### src/rtl/tdc_pkg.sv
// Shared types, default widths and the saturation helper for the TDC
// pair-difference path.
package tdc_pkg;

  localparam int DEF_IN_W  = 37;
  localparam int DEF_OUT_W = 20;

  // Widest signed value sat_signed() can clamp; covers IN_W+2 for any
  // timestamp width up to 62 bits.
  localparam int SAT_MAX_W = 64;

  typedef enum logic {
    IDLE   = 1'b0,  // no sample held
    HAVE_A = 1'b1   // first sample held, timer running
  } diff_state_e;

  // Clamp a sign-extended value into the signed range of a w-bit word.
  // The result is returned sign-extended, so comparing it with the input
  // tells whether clamping took place.
  function automatic logic signed [SAT_MAX_W-1:0] sat_signed(
    input logic signed [SAT_MAX_W-1:0] v,
    input int unsigned                 w
  );
    logic signed [SAT_MAX_W-1:0] one;
    logic signed [SAT_MAX_W-1:0] hi;
    logic signed [SAT_MAX_W-1:0] lo;
    one = SAT_MAX_W'(1);
    hi  = (one <<< (w - 1)) - one;
    lo  = -(one <<< (w - 1));
    if (v > hi) return hi;
    if (v < lo) return lo;
    return v;
  endfunction

endpackage

### src/rtl/tdc_dval_delay.sv
// Fixed-depth delay line for a result strobe, its overflow flag and its data.
// Data stages capture only when a valid result moves into them, so the last
// stage keeps presenting the most recent result between strobes.
module tdc_dval_delay #(
  parameter int DEPTH  = 0,
  parameter int DATA_W = 20
) (
  input  logic              clk,
  input  logic              rst,
  input  logic [DATA_W-1:0] in_data,
  input  logic              in_ovf,
  input  logic              in_valid,
  output logic [DATA_W-1:0] out_data,
  output logic              out_ovf,
  output logic              out_valid
);

  if (DEPTH == 0) begin : g_pass
    assign out_data  = in_data;
    assign out_ovf   = in_ovf & in_valid;
    assign out_valid = in_valid;
  end else begin : g_delay
    logic [DEPTH-1:0]  v_sr;
    logic [DEPTH-1:0]  o_sr;
    logic [DATA_W-1:0] d_sr [DEPTH];

    // Shift strobe and flag every cycle; advance data only behind a strobe.
    always_ff @(posedge clk or negedge rst) begin
      if (!rst) begin
        v_sr <= '0;
        o_sr <= '0;
        // NOTE: this array is a handful of flops, not a RAM, so it is reset
        // along with everything else and out_data reads 0 after reset.
        for (int i = 0; i < DEPTH; i++) d_sr[i] <= '0;
      end else begin
        v_sr[0] <= in_valid;
        o_sr[0] <= in_ovf;
        if (in_valid) d_sr[0] <= in_data;
        for (int i = 1; i < DEPTH; i++) begin
          v_sr[i] <= v_sr[i-1];
          o_sr[i] <= o_sr[i-1];
          if (v_sr[i-1]) d_sr[i] <= d_sr[i-1];
        end
      end
    end

    assign out_data  = d_sr[DEPTH-1];
    assign out_ovf   = o_sr[DEPTH-1] & v_sr[DEPTH-1];
    assign out_valid = v_sr[DEPTH-1];
  end

endmodule

### src/rtl/tdc_pair_diff.sv
// Pair-difference unit: groups consecutive timestamps into (first, second)
// pairs and emits second - first + OFFSET, saturated or truncated to OUT_W.
module tdc_pair_diff
  import tdc_pkg::*;
#(
  parameter int        IN_W       = DEF_IN_W,
  parameter int        OUT_W      = DEF_OUT_W,
  parameter int signed OFFSET     = 23,
  parameter int        TIMEOUT    = 1024,
  parameter int        DVAL_DELAY = 0
) (
  input  logic             clk,
  input  logic             rst,
  input  logic             dval,
  input  logic [IN_W-1:0]  mlt,
  input  logic             sync,
  input  logic             sat_en,
  output logic [OUT_W-1:0] out_data,
  output logic             o_dval,
  output logic             o_ovf,
  output logic             o_timeout,
  output logic [15:0]      pair_cnt
);

  localparam int R_W   = IN_W + 2;
  localparam int TMR_W = (TIMEOUT > 1) ? $clog2(TIMEOUT) : 1;

  diff_state_e       state;
  diff_state_e       state_nxt;
  logic [IN_W-1:0]   buf_a;
  logic [TMR_W-1:0]  timer;
  logic              take_first;
  logic              pair_done;
  logic              expire;

  // Pairing decisions. sync with dval restarts the pair on this sample; a
  // dval in the expiry cycle completes the pair instead of timing out.
  always_comb begin
    // NOTE: every output of this block gets a default first, so no path
    // leaves one unassigned and no latch is inferred.
    state_nxt  = state;
    take_first = 1'b0;
    pair_done  = 1'b0;
    expire     = 1'b0;
    if (TIMEOUT != 0) expire = (state == HAVE_A) && (timer == TMR_W'(TIMEOUT - 1));
    case (state)
      IDLE: begin
        if (dval) begin
          take_first = 1'b1;
          state_nxt  = HAVE_A;
        end
      end
      HAVE_A: begin
        if (dval && sync) begin
          take_first = 1'b1;
        end else if (dval) begin
          pair_done = 1'b1;
          state_nxt = IDLE;
        end else if (sync || expire) begin
          state_nxt = IDLE;
        end
      end
      default: state_nxt = IDLE;
    endcase
  end

  // The drop pulse lands in the expiry cycle itself, so it is qualified by
  // the same-cycle inputs that would otherwise rescue or abandon the pair.
  assign o_timeout = expire & ~dval & ~sync;

  // State, held first sample and inter-sample timer.
  always_ff @(posedge clk or negedge rst) begin
    if (!rst) begin
      state <= IDLE;
      buf_a <= '0;
      timer <= '0;
    end else begin
      // NOTE: registers take non-blocking assignments so every flop samples
      // pre-edge values regardless of statement order.
      state <= state_nxt;
      if (take_first) begin
        buf_a <= mlt;
        timer <= '0;
      end else if (state == HAVE_A) begin
        timer <= timer + TMR_W'(1);
      end
    end
  end

  // Difference in IN_W+1 signed bits, offset added in IN_W+2 signed bits.
  logic signed [IN_W:0]  diff;
  logic signed [R_W-1:0] r_comb;
  assign diff   = $signed({1'b0, mlt}) - $signed({1'b0, buf_a});
  assign r_comb = R_W'(diff) + R_W'(OFFSET);

  logic signed [R_W-1:0] r_q;
  logic                  sat_q;
  logic                  v1_q;

  // Stage 1: full-width result and the saturation mode of this pair.
  always_ff @(posedge clk or negedge rst) begin
    if (!rst) begin
      r_q      <= '0;
      sat_q    <= 1'b0;
      v1_q     <= 1'b0;
      pair_cnt <= '0;
    end else begin
      v1_q <= pair_done;
      if (pair_done) begin
        r_q      <= r_comb;
        sat_q    <= sat_en;
        pair_cnt <= pair_cnt + 16'd1;
      end
    end
  end

  logic signed [SAT_MAX_W-1:0] r_ext;
  logic signed [SAT_MAX_W-1:0] r_clamp;
  logic [OUT_W-1:0]            res_c;
  logic                        ovf_c;

  // Range check and output formatting of the stage-1 result.
  always_comb begin
    r_ext   = SAT_MAX_W'(r_q);
    r_clamp = sat_signed(r_ext, OUT_W);
    ovf_c   = (r_clamp != r_ext);
    res_c   = sat_q ? r_clamp[OUT_W-1:0] : r_q[OUT_W-1:0];
  end

  logic [OUT_W-1:0] res_q;
  logic             ovf_q;
  logic             v2_q;

  // Stage 2: formatted result; holds until the next pair arrives.
  always_ff @(posedge clk or negedge rst) begin
    if (!rst) begin
      res_q <= '0;
      ovf_q <= 1'b0;
      v2_q  <= 1'b0;
    end else begin
      v2_q <= v1_q;
      if (v1_q) begin
        res_q <= res_c;
        ovf_q <= ovf_c;
      end
    end
  end

  tdc_dval_delay #(
    .DEPTH  (DVAL_DELAY),
    .DATA_W (OUT_W)
  ) u_dval_delay (
    .clk       (clk),
    .rst       (rst),
    .in_data   (res_q),
    .in_ovf    (ovf_q),
    .in_valid  (v2_q),
    .out_data  (out_data),
    .out_ovf   (o_ovf),
    .out_valid (o_dval)
  );

endmodule

### config.mk
export PLATFORM = sky130hd
export DESIGN_NAME = tdc_pair_diff
export DESIGN_NICKNAME = d
export VERILOG_FILES = /design/src/rtl/tdc_pkg.sv /design/src/rtl/tdc_dval_delay.sv /design/src/rtl/tdc_pair_diff.sv
export SDC_FILE = /design/constraint.sdc
export NUM_CORES = 1
export LEC_CHECK = 0
export CORE_UTILIZATION = 35
export DETAILED_ROUTE_END_ITERATION = 8
export PLACE_DENSITY = 0.54
export SLEW_MARGIN = 20
export SYNTH_ARGS = -nofsm -noshare
export SYNTH_HDL_FRONTEND = slang
export SYNTH_SLANG_ARGS = --single-unit
### constraint.sdc
create_clock -name clk -period 4 [get_ports clk]
set_input_delay 0.8 -clock clk [delete_from_list [all_inputs] [get_ports clk]]
set_output_delay 0.8 -clock clk [all_outputs]
set_load 0.005 [all_outputs]
# Yosys cells after proc, flatten, opt, wreduce, memory -nomap -nowiden
# Cells that the tools add are included.
# Widths: inputs -> output; s select.
# word_totals
output_inout_bits	39
ff_bits	127
wordCells	47
# classes
mux	19
reduce_logical	4
n_bitwise	6
add_sub_neg	4
n_eq_ne	2
order_cmp	2
# op_table
cell	n
$mux 64	4
$ne 64x39->1	1
$add 38x6->39 const B	1
$gt 39x20->1 const B	1
$lt 39x20->1 const B	1
$sub 37x37->38	1
$mux 10	2
$mux 20	1
$add 16x1->16 const B	1
$add 10x1->10 const B	1
$eq 10x10->1 const B	1
$mux 1	10
$pmux 1 s2	2
$and 1x1->1	3
$not 1->1	3
$logic_and 1x1->1	2
$reduce_bool 2->1	1
$logic_or 1x1->1	1

# Logic depth before layout (Yosys ltp)
# depth
word_depth	7
depth_mapped	15
ltp_nobuf	14

# By module
# A second synthesis with hierarchy kept.
# hier_totals
hier_cells	1008
hier_area_um2	8360.5
# by_module_without_submodules
mod	cells_per_inst	area_per_inst_um2	n_inst	seq_area_each_um2
tdc_pair_diff	986	8196.6	1	3178.0
tdc_dval_delay	22	163.9	1	0.0

# Least setup slack after synthesis
# No wires, ideal clock.
# synth_timing
path_type	input -> register
startpoint	in mlt[0]
endpoint	reg r_q[35]
required_ns	3.867
arrival_ns	3.662
setup_slack_ns	0.204
setup_time_ns	0.133
cell_stages	14
n_path_buf	0
path_cell_list	inv_1 -> ha_1 -> fa_1 -> nor2b_1 -> o2111ai_1 -> a2111oi_4 -> nor3_2 -> xnor2_2 -> inv_2 -> or4_4 -> nor4_4 -> nand4_1 -> xor2_1 -> o21ai_1
# synth_between
elab_chain_cells	2
# synth_rtl
element	line	source
start, declared	tdc_pair_diff.sv:15	input logic [IN_W-1:0] mlt,
$sub 37x37->38	tdc_pair_diff.sv:93	assign diff = $signed({1'b0, mlt}) - $signed({1'b0, buf_a});
$add 38x6->39	tdc_pair_diff.sv:94	assign r_comb = R_W'(diff) + R_W'(OFFSET);
end signal, assigned	tdc_pair_diff.sv:110	r_q <= r_comb;
end, declared	tdc_pair_diff.sv:96	logic signed [R_W-1:0] r_q;
# No other way between the ends.
# A chain may end at the register's enable or synchronous reset.

# Worst setup path in the final report
# layout_timing
startpoint	in mlt[2]
endpoint	reg r_q[35]
# Same word-level chain as after synthesis.

==> run_results.csv <==
group,metric,value,unit
outcome,status,"finished clean",
route,drt_iter0_drc,306,
sta,min_period,3790,ps
setup_path,cp.required,4280,ps
synthesis,ys_warn_count,0,
sta,max_slew_margin,50.8,%
power_and_ir_drop,pwr-share-clk,28.1,%
grt,grt_max_degree,77,
synthesis,syn_nets,1073,
grt,grt_pass1_vias,7272,
clocking,clk_pin_slew,60,ps
power_and_ir_drop,powerDensity,516,nW/um2
floorplan,core_region_area,22900,um2
layout,syn2layout_area_growth,37.4,%
synthesis,synth.distinct_cells,78,
placed_design,portBuffers,80,
floorplan,die_width,156,um
synthesis,synth-main-ff-cell,"dfrtp_1",
layout,mostFrequentLayoutCell,"buf_4",
clocking,cts_tree,"done",
route,firstDrtPassIters,5,
synthesis,synth-seq-cells,127,
power_and_ir_drop,p_sw,0.00199,W
floorplan,rows,55,
route,wl_met2,8950,um
layout,antenna_cells,0,
sta,worst_pin_slew,739,ps
clocking,clock_latency,420,ps
clocking,cts_hold_buf,0,
setup_path,cp_max_fo,5,
floorplan,boundaryPins,81,
sta,final.period_utilization,94.8,%
grt,grt_pass1_wl,35200,um
route,routed_wl,20000,um
power_and_ir_drop,peakVddDrop,271,uV
setup_path,timing.rr.start,"buf_a[0]",
route,wl_per_cell,13.0,um
synthesis,avgSynthCellArea,8.35,um2
grt,track_usage,17.8,%
power_and_ir_drop,power.internal,0.00387,W
synthesis,ys_seq_area_share,38.5,%
placed_design,gp_routability_congestion,0.823,
layout,final_cell_mix,"buf_4 (161), nand2_1 (160), dfrtp_1 (127), nor2_1 (100), o21ai_0 (85)",
layout,finalNetCount,1293,
synthesis,ys_async_sr_fraction,100,%
route,drt-met1-wl,10400,um
sta,rsz0062_at_grt,"yes",
grt,overflow,0,
hold_path,hold_class,"in -> async",
floorplan,die_h,156,um
power_and_ir_drop,seqPwrFrac,31.2,%
sta,setup_tns,0,ps
route,drc,0,
power_and_ir_drop,comb_power_share,40.7,%
setup_path,startpoint_type,"input port",
setup_path,setup.worst_path.class,"in -> reg",
clocking,ctsLongestPathBuffers,2,
clocking,cts_sinks,127,
sta,hold_violations,0,
setup_path,critPathCaptureType,"flop",
floorplan,start_util,36.0,%
power_and_ir_drop,switching_share,34.0,%
clocking,numCtsBuffers,17,
sta,fin_hold_ws,422,ps
clocking,clockRootBuffer,"clkbuf_16",
run,drv_cap,0,
sta,setup_viol,0,
route,dr_wl_met3,491,um
route,routed_via_density,4.76,
layout,layout-drive-gt1-share,21.4,%
clocking,htreeDepth,4,
grt,grt_antenna_before_repair,0,
route,ant_nets,0,
floorplan,die_area,24200,um2
placed_design,dp_hpwl,15200,um
route,dr.max_layer_used,"met4",
power_and_ir_drop,p_leak,5.05,nW
sta,slew_violations,0,
synthesis,synthCells,989,
sta,max_freq,0.264,GHz
route,vias,7310,
setup_path,crit_arrival,4070,ps
setup_path,crit_start,"mlt[2]",
synthesis,syn_area,8260,um2
sta,skew,7.90,ps
synthesis,synth_edf_count,0,
[critical path, stage by stage]
cell and delay [ps]:
clkdlybuf4s50_1 480, ha_2 280, buf_4 150, nor2_4 110
a211oi_4 40, buf_4 170, nor3b_2 230, o21a_4 210
xnor2_4 140, nand4_4 120, or4_4 570, nor4_4 360
nand4_1 150, xor2_1 180, o21ai_1 70
[repair_timing]
item / CTS / global route
gates resized for setup: 11 / 28
pin swaps: 8 / 14
setup buffers: 1 / 6
setup endpoints to repair: 14 / 9
[path summary, 6_finish.rpt]
kind / endpoint / slack (ps) / cells past startpoint
min in group clk: pair_cnt[7] / 490 / 1
max in group asynchronous: res_q[12] / 2800 / 2
min reg2reg: pair_cnt[7] / 490 / 1
max: r_q[35] / 210 / 15
max reg2reg: r_q[35] / 490 / 14
min: buf_a[9] / 420 / 1
[power by group through the flow]
stage          Sequential [W]  Clock (W)  Combinational, W
2_1_floorplan         0.00179          0           0.00126
3_3_place_gp          0.00184          0           0.00227
3_5_place_dp          0.00184          0           0.00230
4_1_cts               0.00183    0.00170           0.00233
5_1_grt               0.00187    0.00176           0.00267
6_report              0.00183    0.00165           0.00238
[registers in the layout, indices dropped and copies added (netlist names)]
| signal | flops |
|---|---|
| buf_a | 37 |
| sat_q | 1 |
| res_q | 20 |
| state | 1 |
| timer | 10 |
| v1_q | 1 |
| ovf_q | 1 |
| r_q | 39 |
| v2_q | 1 |
| pair_cnt | 16 |
[per-stage QoR]
step	cell area (um2)	std cells	total power [W]	setup WS [ps]	util [%]
after floorplan	8260	989	0.00305	204	-
after global placement	10500	1496	0.00410	-482	45.7
after detailed placement	10500	1496	0.00414	-567	45.7
after CTS	11100	1529	0.00585	155	48.6
after global routing	11400	1535	0.00630	-8.74	49.5
final	11400	1535	0.00586	209	49.5
[metal layers]
metal / up-vias / track usage [%]
li1: 3870 / -
met1: 3329 / 25.3
met2: 100 / 28.0
met3: 11 / 2.50
met4: 0 / 5.23
met5: - / 0
[Yosys cell counts (3+ instances only)]
| master | count | area share, % |
|---|---|---|
| and2_1 | 5 | 0.38 |
| mux2i_1 | 4 | 0.48 |
| o211ai_1 | 7 | 0.64 |
| nand2_1 | 160 | 7.3 |
| a21oi_1 | 76 | 4.6 |
| nand4_1 | 21 | 1.6 |
| nand3_1 | 23 | 1.4 |
| nand2b_1 | 10 | 0.76 |
| o21ai_0 | 86 | 5.2 |
| nor4_1 | 14 | 1.1 |
| dfrtp_1 | 127 | 38 |
| nor2b_1 | 3 | 0.23 |
| a31oi_1 | 5 | 0.38 |
| buf_2 | 4 | 0.24 |
| clkbuf_1 | 37 | 1.7 |
| xnor2_1 | 40 | 4.2 |
| and3_1 | 9 | 0.68 |
| o21a_1 | 8 | 0.73 |
| ha_1 | 41 | 6.2 |
| a21o_1 | 8 | 0.73 |
| xor2_1 | 33 | 3.5 |
| o221ai_1 | 4 | 0.42 |
| or3_1 | 7 | 0.53 |
| nor2_1 | 102 | 4.6 |
| or2_2 | 4 | 0.30 |
| o21bai_1 | 7 | 0.64 |
| nor3_1 | 4 | 0.24 |
| o21ai_1 | 20 | 1.2 |
| inv_1 | 57 | 2.6 |
[area by class of cell]
class / instances / area [um2]
clock buffer: 20 / 467
clock inverter: 12 / 155
fill: 2259 / 11600
inverter: 59 / 221
multi-input combinational: 762 / 4890
sequential: 127 / 3180
tap: 313 / 392
timing repair buffer: 242 / 2050
[kinds of logic after synthesis]
family | after synthesis | synth area share (%)
XOR/XNOR | 77 | 8.66
flip-flops | 127 | 38.5
multiplexers | 5 | 0.621
adder cells (fa/ha/maj) | 42 | 6.45
AO/OA/AOI/OAI | 254 | 19.3
AND/OR/NAND/NOR | 384 | 21.9
buffers and inverters | 100 | 4.60
Note: power is estimated with default switching activity, not from simulation.
